--- src/rtl/cam_ctrl.sv ---
// cam_ctrl: sequencing controller in front of a DEPTH-entry CAM.
// It accepts one lookup/insert/delete at a time, keeps the per-entry valid
// bitmap the CAM lacks, allocates free slots, evicts round-robin when full,
// and returns hit/index results over a response handshake.
//
// Ports:
//   clk_i, rst_i            clock, async active-low reset
//   req_valid_i/req_ready_o request handshake
//   req_op_i                00 lookup, 01 insert, 10 delete, 11 reserved
//   req_data_i/req_index_i  key (lookup/insert), entry (delete)
//   rsp_valid_o/rsp_ready_i response handshake
//   rsp_hit_o/rsp_index_o/rsp_evict_o  result fields
//   cam_write_o/_index_o/_data_o       CAM write port
//   cam_search_o/_data_o               CAM search port
//   cam_search_valid_i/_index_i        CAM result, the cycle after search
//   occupancy_o             number of valid entries
//
// state  | meaning
// IDLE   | ready for a request
// SEARCH | cam_search_o pulsed with the registered key
// EVAL   | CAM result sampled; lookup answered or insert slot chosen
// WRITE  | cam_write_o pulsed; valid bit set at the end of the cycle
// RESP   | response held until rsp_ready_i
module cam_ctrl #(
  parameter int DATA_WIDTH = 32,
  parameter int ADDR_WIDTH = 5,
  parameter int DEPTH      = 1 << ADDR_WIDTH
) (
  input  logic                  clk_i,
  input  logic                  rst_i,
  input  logic                  req_valid_i,
  output logic                  req_ready_o,
  input  logic [1:0]            req_op_i,
  input  logic [DATA_WIDTH-1:0] req_data_i,
  input  logic [ADDR_WIDTH-1:0] req_index_i,
  output logic                  rsp_valid_o,
  input  logic                  rsp_ready_i,
  output logic                  rsp_hit_o,
  output logic [ADDR_WIDTH-1:0] rsp_index_o,
  output logic                  rsp_evict_o,
  output logic                  cam_write_o,
  output logic [ADDR_WIDTH-1:0] cam_write_index_o,
  output logic [DATA_WIDTH-1:0] cam_write_data_o,
  output logic                  cam_search_o,
  output logic [DATA_WIDTH-1:0] cam_search_data_o,
  input  logic                  cam_search_valid_i,
  input  logic [ADDR_WIDTH-1:0] cam_search_index_i,
  output logic [ADDR_WIDTH:0]   occupancy_o
);

  localparam logic [1:0] OP_LOOKUP = 2'b00;
  localparam logic [1:0] OP_INSERT = 2'b01;
  localparam logic [1:0] OP_DELETE = 2'b10;
  localparam logic [ADDR_WIDTH:0] OCC_MAX = (ADDR_WIDTH+1)'(DEPTH);

  typedef enum logic [2:0] {
    S_IDLE,
    S_SEARCH,
    S_EVAL,
    S_WRITE,
    S_RESP
  } state_t;

  state_t                state_q;
  logic [DEPTH-1:0]      valid_q;
  logic [ADDR_WIDTH-1:0] evict_ptr_q;
  logic [1:0]            op_q;
  logic [DATA_WIDTH-1:0] key_q;
  logic                  req_ready_q;
  logic                  rsp_valid_q;
  logic                  rsp_hit_q;
  logic                  rsp_evict_q;
  logic [ADDR_WIDTH-1:0] rsp_index_q;
  logic                  cam_write_q;
  logic [ADDR_WIDTH-1:0] write_index_q;
  logic                  cam_search_q;
  logic [ADDR_WIDTH:0]   occ_q;

  logic                  hit_v;
  logic                  free_found;
  logic [ADDR_WIDTH-1:0] free_index;

  // A CAM match only counts if we consider that entry live.
  always_comb hit_v = cam_search_valid_i & valid_q[cam_search_index_i];

  // Lowest-index free entry; the descending scan leaves the lowest winner.
  always_comb begin
    free_found = 1'b0;
    free_index = '0;
    for (int i = DEPTH - 1; i >= 0; i--) begin
      if (!valid_q[i]) begin
        free_found = 1'b1;
        free_index = ADDR_WIDTH'(i);
      end
    end
  end

  assign req_ready_o       = req_ready_q;
  assign rsp_valid_o       = rsp_valid_q;
  assign rsp_hit_o         = rsp_hit_q;
  assign rsp_index_o       = rsp_index_q;
  assign rsp_evict_o       = rsp_evict_q;
  assign cam_write_o       = cam_write_q;
  assign cam_write_index_o = write_index_q;
  assign cam_write_data_o  = key_q;
  assign cam_search_o      = cam_search_q;
  assign cam_search_data_o = key_q;
  assign occupancy_o       = occ_q;

  always_ff @(posedge clk_i or negedge rst_i) begin
    if (!rst_i) begin
      state_q       <= S_IDLE;
      valid_q       <= '0;
      evict_ptr_q   <= '0;
      op_q          <= '0;
      key_q         <= '0;
      req_ready_q   <= 1'b0;
      rsp_valid_q   <= 1'b0;
      rsp_hit_q     <= 1'b0;
      rsp_evict_q   <= 1'b0;
      rsp_index_q   <= '0;
      cam_write_q   <= 1'b0;
      write_index_q <= '0;
      cam_search_q  <= 1'b0;
      occ_q         <= '0;
    end else begin
      case (state_q)
        S_IDLE: begin
          req_ready_q <= 1'b1;
          if (req_valid_i && req_ready_q) begin
            req_ready_q <= 1'b0;
            op_q        <= req_op_i;
            key_q       <= req_data_i;
            rsp_evict_q <= 1'b0;
            if (req_op_i == OP_LOOKUP || req_op_i == OP_INSERT) begin
              cam_search_q <= 1'b1;
              state_q      <= S_SEARCH;
            end else if (req_op_i == OP_DELETE) begin
              rsp_hit_q   <= valid_q[req_index_i];
              rsp_index_q <= req_index_i;
              if (valid_q[req_index_i]) begin
                valid_q[req_index_i] <= 1'b0;
                occ_q                <= occ_q - 1'b1;
              end
              rsp_valid_q <= 1'b1;
              state_q     <= S_RESP;
            end else begin
              rsp_hit_q   <= 1'b0;
              rsp_index_q <= '0;
              rsp_valid_q <= 1'b1;
              state_q     <= S_RESP;
            end
          end
        end

        S_SEARCH: begin
          cam_search_q <= 1'b0;
          state_q      <= S_EVAL;
        end

        S_EVAL: begin
          if (op_q == OP_LOOKUP || hit_v) begin
            rsp_hit_q   <= hit_v;
            rsp_index_q <= hit_v ? cam_search_index_i : '0;
            rsp_valid_q <= 1'b1;
            state_q     <= S_RESP;
          end else begin
            rsp_hit_q <= 1'b0;
            if (cam_search_valid_i) begin
              // stale copy of this key: rewrite in place so no duplicate forms
              write_index_q <= cam_search_index_i;
            end else if (free_found) begin
              write_index_q <= free_index;
            end else begin
              write_index_q <= evict_ptr_q;
              rsp_evict_q   <= 1'b1;
              evict_ptr_q   <= evict_ptr_q + 1'b1;
            end
            cam_write_q <= 1'b1;
            state_q     <= S_WRITE;
          end
        end

        S_WRITE: begin
          cam_write_q <= 1'b0;
          if (!valid_q[write_index_q]) begin
            valid_q[write_index_q] <= 1'b1;
            if (occ_q != OCC_MAX) occ_q <= occ_q + 1'b1;
          end
          rsp_index_q <= write_index_q;
          rsp_valid_q <= 1'b1;
          state_q     <= S_RESP;
        end

        S_RESP: begin
          if (rsp_ready_i) begin
            rsp_valid_q <= 1'b0;
            req_ready_q <= 1'b1;
            state_q     <= S_IDLE;
          end
        end

        default: state_q <= S_IDLE;
      endcase
    end
  end

endmodule

--- config.mk ---
export PLATFORM = sky130hd
export DESIGN_NAME = cam_ctrl
export DESIGN_NICKNAME = d
export VERILOG_FILES = /design/src/rtl/cam_ctrl.sv
export SDC_FILE = /design/constraint.sdc
export NUM_CORES = 1
export LEC_CHECK = 0
export CAP_MARGIN = 10
export CORE_MARGIN = 10
export CORE_UTILIZATION = 38
export DETAILED_ROUTE_END_ITERATION = 8
export GPL_TIMING_DRIVEN = 1
export HOLD_SLACK_MARGIN = 0.05
export PLACE_DENSITY_LB_ADDON = 0.12
export SLEW_MARGIN = 20
export SYNTH_ARGS = -nofsm -noshare
export SYNTH_HDL_FRONTEND = slang
export SYNTH_SLANG_ARGS = --single-unit
--- constraint.sdc ---
create_clock -name clk_i -period 6.6 [get_ports clk_i]
set_clock_uncertainty 0.15 [all_clocks]
set_input_delay 1.65 -clock clk_i [delete_from_list [all_inputs] [get_ports clk_i]]
set_output_delay 1.65 -clock clk_i [all_outputs]
set_load 0.005 [all_outputs]
==> results.yml, run 1 <==
route:
  ant_nets: 0
  met3_length_mm: 2.04
  first_pass_iters: 6
  drtIter0Drc: 671
  vias_per_cell: 6.06
  routed_wirelength_mm: 22.6
  drcViolationCount: 0
  wl_per_cell_um: 22.8
  dr.max_layer_used: "met4"
  wl_met2_mm: 9.88
  vias: 5989
  drt-met1-wl_mm: 9.88
cells_and_area:
  num_antenna_cells: 0
  area_growth_pct: 24.2
  fill_cells: 1564
  multi_input_area_um2: 3300
  drive_above_1_share: 0.0841
  mostFrequentLayoutCell: "nand2_1"
  seq_area_um2: 2400
  design_area_um2: 7770
  layout_common_cells: "143 x nand2_1, 133 x clkdlybuf4s50_1, 96 x dfrtp_1, 39 x nor2_1, 37 x a41oi_1"
  final_nets: 823
cts:
  post-cts-setup-buffers: 0
  clock_latency_ns: 0.35
  clock_sinks: 96
  cts_max_level: 3
  cts_resized: 0
  numCtsBuffers: 9
  cts_buffer_depth: 2
  ctsHoldBuffers: 0
  cts_tree: "yes"
  path_clk_slew_ns: 0.06
  cts_root_buf: "clkbuf_16"
timing:
  max_freq_mhz: 199
  hold_viol: 0
  setup_slack_ns: 1.57
  period_share: 0.762
  timing.setup.tns_ns: 0
  rsz0062_at_grt: "false"
  drv_slew: 0
  period_needed_ns: 5.03
  tightest_slew_ns: 1.04
  setup_viol: 0
  relSlewSlack: 0.308
placement:
  portBuffers: 134
  gp_congestion: 0.950
  pre_cts_ws_ns: 1.30
  dpl.hpwl_mm: 16.2
  post_dp_cell_area_um2: 7460
worst_setup_path:
  worstPathMaxFanout: 24
  rr_worst_depth: 7
  arrival_ns: 5.13
  required_ns: 6.70
  critPathKind: "input port to flop"
  setup.worst_path.end_class: "flop"
  start_kind: "input port"
yosys:
  synth_top_area_cell: "dfrtp_1"
  synth_top_flop_cell: "dfrtp_1"
  syn_inst: 695
  avgSynthCellArea_um2: 9.00
  synth-edff-count: 0
  synth_nets: 750
  synth_top_area_share: 0.384
  synth-seq-cells: 96
  syn-cell-area_um2: 6250
  yosysSeqAreaShare: 0.384
  yosys_warnings: 0
  ys_top_cells_by_area: "dfrtp_1 38%, nand2_1 8.6%, mux4_2 6.1%"
  async_flop_share: 1.00
  synthDistinctLibCells: 64
power:
  p_per_area_nw_per_um2: 393
  design_power_total_mw: 3.06
  leakagePower_nw: 3.15
  peakVddDrop_mv: 0.144
run:
  maxCapViolCount: 0
worst_hold_path:
  min_path_type: "flop to flop"
  min_path_cells: 2
global_routing:
  grt_pass1_wl_mm: 34.7
  grt_start_max_net_pins: 76
  grtUsageTotal: 0.198
  antenna_found_initial: 0
  first_global_vias: 5688
  grt.overflow.total: 0
floorplanning:
  ioPinCount: 135
  core-area_um2: 16000
  die_x_um: 148
  die-area_um2: 22000
  initial_utilization: 0.391
  chipHeight_um: 148
  rows: 46
run_status:
  outcome: "finished clean"
## cells by family after synthesis
logic type | Yosys count | share of synthesized area
AOI/OAI and AO/OA | 168 | 0.205
and+or+nand+nor | 264 | 0.187
muxes | 46 | 0.111
DFF | 96 | 0.384
buffers and inverters | 107 | 0.0884
adders and majority gates | 6 | 0.0132
xor gates and xnor gates | 8 | 0.0112
## cells in the mapped netlist (5+ instances only)
master and n:
buf_4 33, ha_1 5, o21ai_0 19, nand2_1 143
nand3_1 17, mux4_2 17, nor3_1 11, nor2_1 39
nand2b_1 8, dfrtp_1 96, xnor2_1 6, mux2i_1 12
nor4_1 7, inv_1 30, and2_1 5, a41oi_1 37
clkbuf_1 28, a221oi_1 16, mux2_2 17, nand4_1 11
a21oi_1 21, a31oi_1 19, buf_2 10, nor2b_1 9
## layer usage
layer  track usage  up-vias
li1              -     2669
met1         0.269     2904
met2         0.295      373
met3        0.0473       43
met4        0.0798        0
met5             0        -
## through the flow
step	instances	util	hold slack (ns)
floorplan	695	-	0.296
global placement	973	0.466	0.311
detailed placement	973	0.466	0.320
CTS	989	0.486	0.334
global route	989	0.486	0.358
finish	989	0.486	0.338
## state kept, by name, indices dropped and copies added (netlist names), 2 cells and up
register and cells:
cam_search_data_o 32, cam_write_index_o 5, evict_ptr_q 5, occupancy_o 6, op_q 2, rsp_index_o 5
state_q 3, valid_q 32
## report_power, final
group          internal (mW)  switching, mW  total (mW)
clock                  0.316          0.235       0.551
sequential             0.776          0.294        1.07
combinational          0.743          0.692        1.44
## final timing paths
check,startpoint,endpoint,slack (ns)
setup / recovery,req_index_i[0],valid_q[6]$_DFFE_PN0P_,1.57
hold / removal,rsp_valid_o$_DFFE_PN0P_,rsp_valid_o$_DFFE_PN0P_,0.34
setup reg to reg,state_q[1]$_DFFE_PN0P_,valid_q[6]$_DFFE_PN0P_,2.86
hold reg to reg,rsp_valid_o$_DFFE_PN0P_,rsp_valid_o$_DFFE_PN0P_,0.34
max in group asynchronous,rst_i,valid_q[18]$_DFFE_PN0P_,4.02
min in group asynchronous,rst_i,cam_search_data_o[29]$_DFFE_PN0P_,1.03
## worst max-delay path, cell delays in order
cell	delay [ns]
clkdlybuf4s50_1	0.94
mux4_2	0.59
a221oi_1	0.29
a21oi_1	0.14
o31ai_4	0.44
nand2_1	0.64
a41oi_1	0.44
## cell type report
class                      count  share of cell area
sequential                    96               0.309
inverter                      30              0.0145
clock inverter                 4             0.00660
tap                          216              0.0348
clock buffer                  12              0.0330
multi-input combinational    492               0.425
timing repair buffer         139               0.177
No activity file was read; power rests on OpenSTA's default activity.
==> run 2: changes to the inputs <==
Clock period 6.6 ns to 5.3 ns, I/O delays scaled along.
==> run 2 against run 1 <==
Via count shrank 1.0%. Sequential share of layout area shrank 0.14 points. Hold slack lost 0.0058 ns. Core utilization grew 0.23 points. Design area grew 0.47%. Clock power grew 31%.
==> results.yml, run 2 (synthesis gave the netlist of run 1 again) <==
timing:
  period_share: 0.831
  max_freq_mhz: 227
  timing.setup.tns_ns: 0
  rsz0062_at_grt: "false"
  setup_slack_ns: 0.897
  tightest_slew_ns: 1.13
  setup_viol: 0
  drv_slew: 0
  relSlewSlack: 0.239
  hold_viol: 0
  period_needed_ns: 4.40
worst_setup_path:
  arrival_ns: 4.48
  r2r_end: "valid_q[1]$_DFFE_PN0P_"
  worstPathMaxFanout: 17
  critPathKind: "input port to flop"
  rr_worst_depth: 7
  required_ns: 5.38
  start_kind: "input port"
  setup.worst_path.end_class: "flop"
  r2r_start: "state_q[1]$_DFFE_PN0P_"
  regToRegSetupSlack_ns: 1.60
placement:
  portBuffers: 134
  dpl.hpwl_mm: 15.9
  gp_congestion: 0.967
  placedCellCount: 976
  pre_cts_ws_ns: 0.558
floorplanning:
  initial_utilization: 0.391
  die_x_um: 148
  core-area_um2: 16000
  chipHeight_um: 148
  ioPinCount: 135
  rows: 46
  die-area_um2: 22000
cells_and_area:
  num_antenna_cells: 0
  final_nets: 826
  fin_cells: 992
  layout_common_cells: "143 x nand2_1, 133 x clkdlybuf4s50_1, 96 x dfrtp_1, 39 x nor2_1, 37 x a41oi_1"
  drive_above_1_share: 0.0876
  fill_cells: 1532
  mostFrequentLayoutCell: "nand2_1"
  area_growth_pct: 24.8
cts:
  cts_resized: 0
  path_clk_slew_ns: 0.07
  ctsHoldBuffers: 0
  cts_max_level: 3
  cts_tree: "yes"
  clock_sinks: 96
  cts_root_buf: "clkbuf_16"
  numCtsBuffers: 9
  clock_latency_ns: 0.36
  cts_buffer_depth: 2
  post-cts-setup-buffers: 0
route:
  drtIter0Drc: 652
  ant_nets: 0
  vias_per_cell: 5.98
  first_pass_iters: 5
  routed_wirelength_mm: 22.2
  vias: 5929
  wl_per_cell_um: 22.4
  drcViolationCount: 0
power:
  design_power_total_mw: 3.85
  peakVddDrop_mv: 0.187
  p_per_area_nw_per_um2: 493
  leakagePower_nw: 3.17
run:
  maxCapViolCount: 0
global_routing:
  first_global_vias: 5732
  grt_pass1_wl_mm: 34.4
  grt.overflow.total: 0
  grtUsageTotal: 0.198
  antenna_found_initial: 0
  grt_start_max_net_pins: 64
run_status:
  outcome: "finished clean"
worst_hold_path:
  min_from: "rsp_valid_o$_DFFE_PN0P_"
  min_path_cells: 2
  min_path_type: "flop to flop"
  hold_end: "rsp_valid_o$_DFFE_PN0P_"
## run 2: cell types whose count changed in the layout (fill, tap and decap cells not counted)
| cell | change |
|---|---|
| inv_6 | -1 |
| clkinv_4 | +1 |
| buf_4 | +3 |
| bufinv_16 | +1 |
| clkbuf_8 | -2 |
| inv_8 | +1 |
## run 2: final cells by class
class	instances	area (um^2)	share of cell area
clock inverter	6	92.6	0.0119
timing repair buffer	142	1400	0.179
clock buffer	10	229	0.0293
tap	216	270	0.0346
sequential	96	2400	0.308
inverter	30	113	0.0144
multi-input combinational	492	3300	0.423
## run 2: worst max-delay path by stage
| stage | start | to | slack (ns) | depth (start not counted) |
|---|---|---|---|---|
| 3_3_place_gp | req_index_i[0] | occupancy_o[4]$_DFFE_PN0P_ | 0.65 | 8 |
| 5_1_grt | req_index_i[0] | occupancy_o[3]$_DFFE_PN0P_ | 0.78 | 8 |
| 3_5_place_dp | req_index_i[0] | occupancy_o[3]$_DFFE_PN0P_ | 0.56 | 8 |
| 4_1_cts | req_index_i[0] | occupancy_o[3]$_DFFE_PN0P_ | 0.92 | 8 |
| 2_1_floorplan | req_index_i[0] | occupancy_o[1]$_DFFE_PN0P_ | 1.67 | 7 |
| 6_report | req_index_i[0] | occupancy_o[1]$_DFFE_PN0P_ | 0.90 | 8 |
## run 2: critical path, stage by stage
cell	delay [ns]
clkdlybuf4s50_1	0.94
mux4_2	0.59
a221oi_1	0.31
a21oi_1	0.14
o31ai_1	0.39
buf_4	0.20
o21a_1	0.22
mux2_2	0.36
## run 2: per-stage QoR
| step | utilization | hold slack, ns | area [um^2] |
|---|---|---|---|
| 4_1_cts | 0.488 | 0.335 | 7800 |
| 2_1_floorplan | - | 0.296 | 6250 |
| 3_5_place_dp | 0.468 | 0.319 | 7480 |
| 3_3_place_gp | 0.468 | 0.324 | 7480 |
| 6_report | 0.488 | 0.332 | 7800 |
| 5_1_grt | 0.488 | 0.356 | 7800 |
## run 2: report_power, final
| group | leakage, nW | internal, mW | total, mW | switching, mW |
|---|---|---|---|---|
| combinational | 1.80 | 0.936 | 1.79 | 0.855 |
| sequential | 1.21 | 0.966 | 1.33 | 0.366 |
| clock | 0.155 | 0.418 | 0.723 | 0.306 |
| total | 3.17 | 2.32 | 3.85 | 1.53 |
## run 2: routing by layer
metal,wire length [um],GRT usage
met1,9550,0.268
met2,9490,0.285
met3,2420,0.0592
met4,752,0.0818
met5,0,0
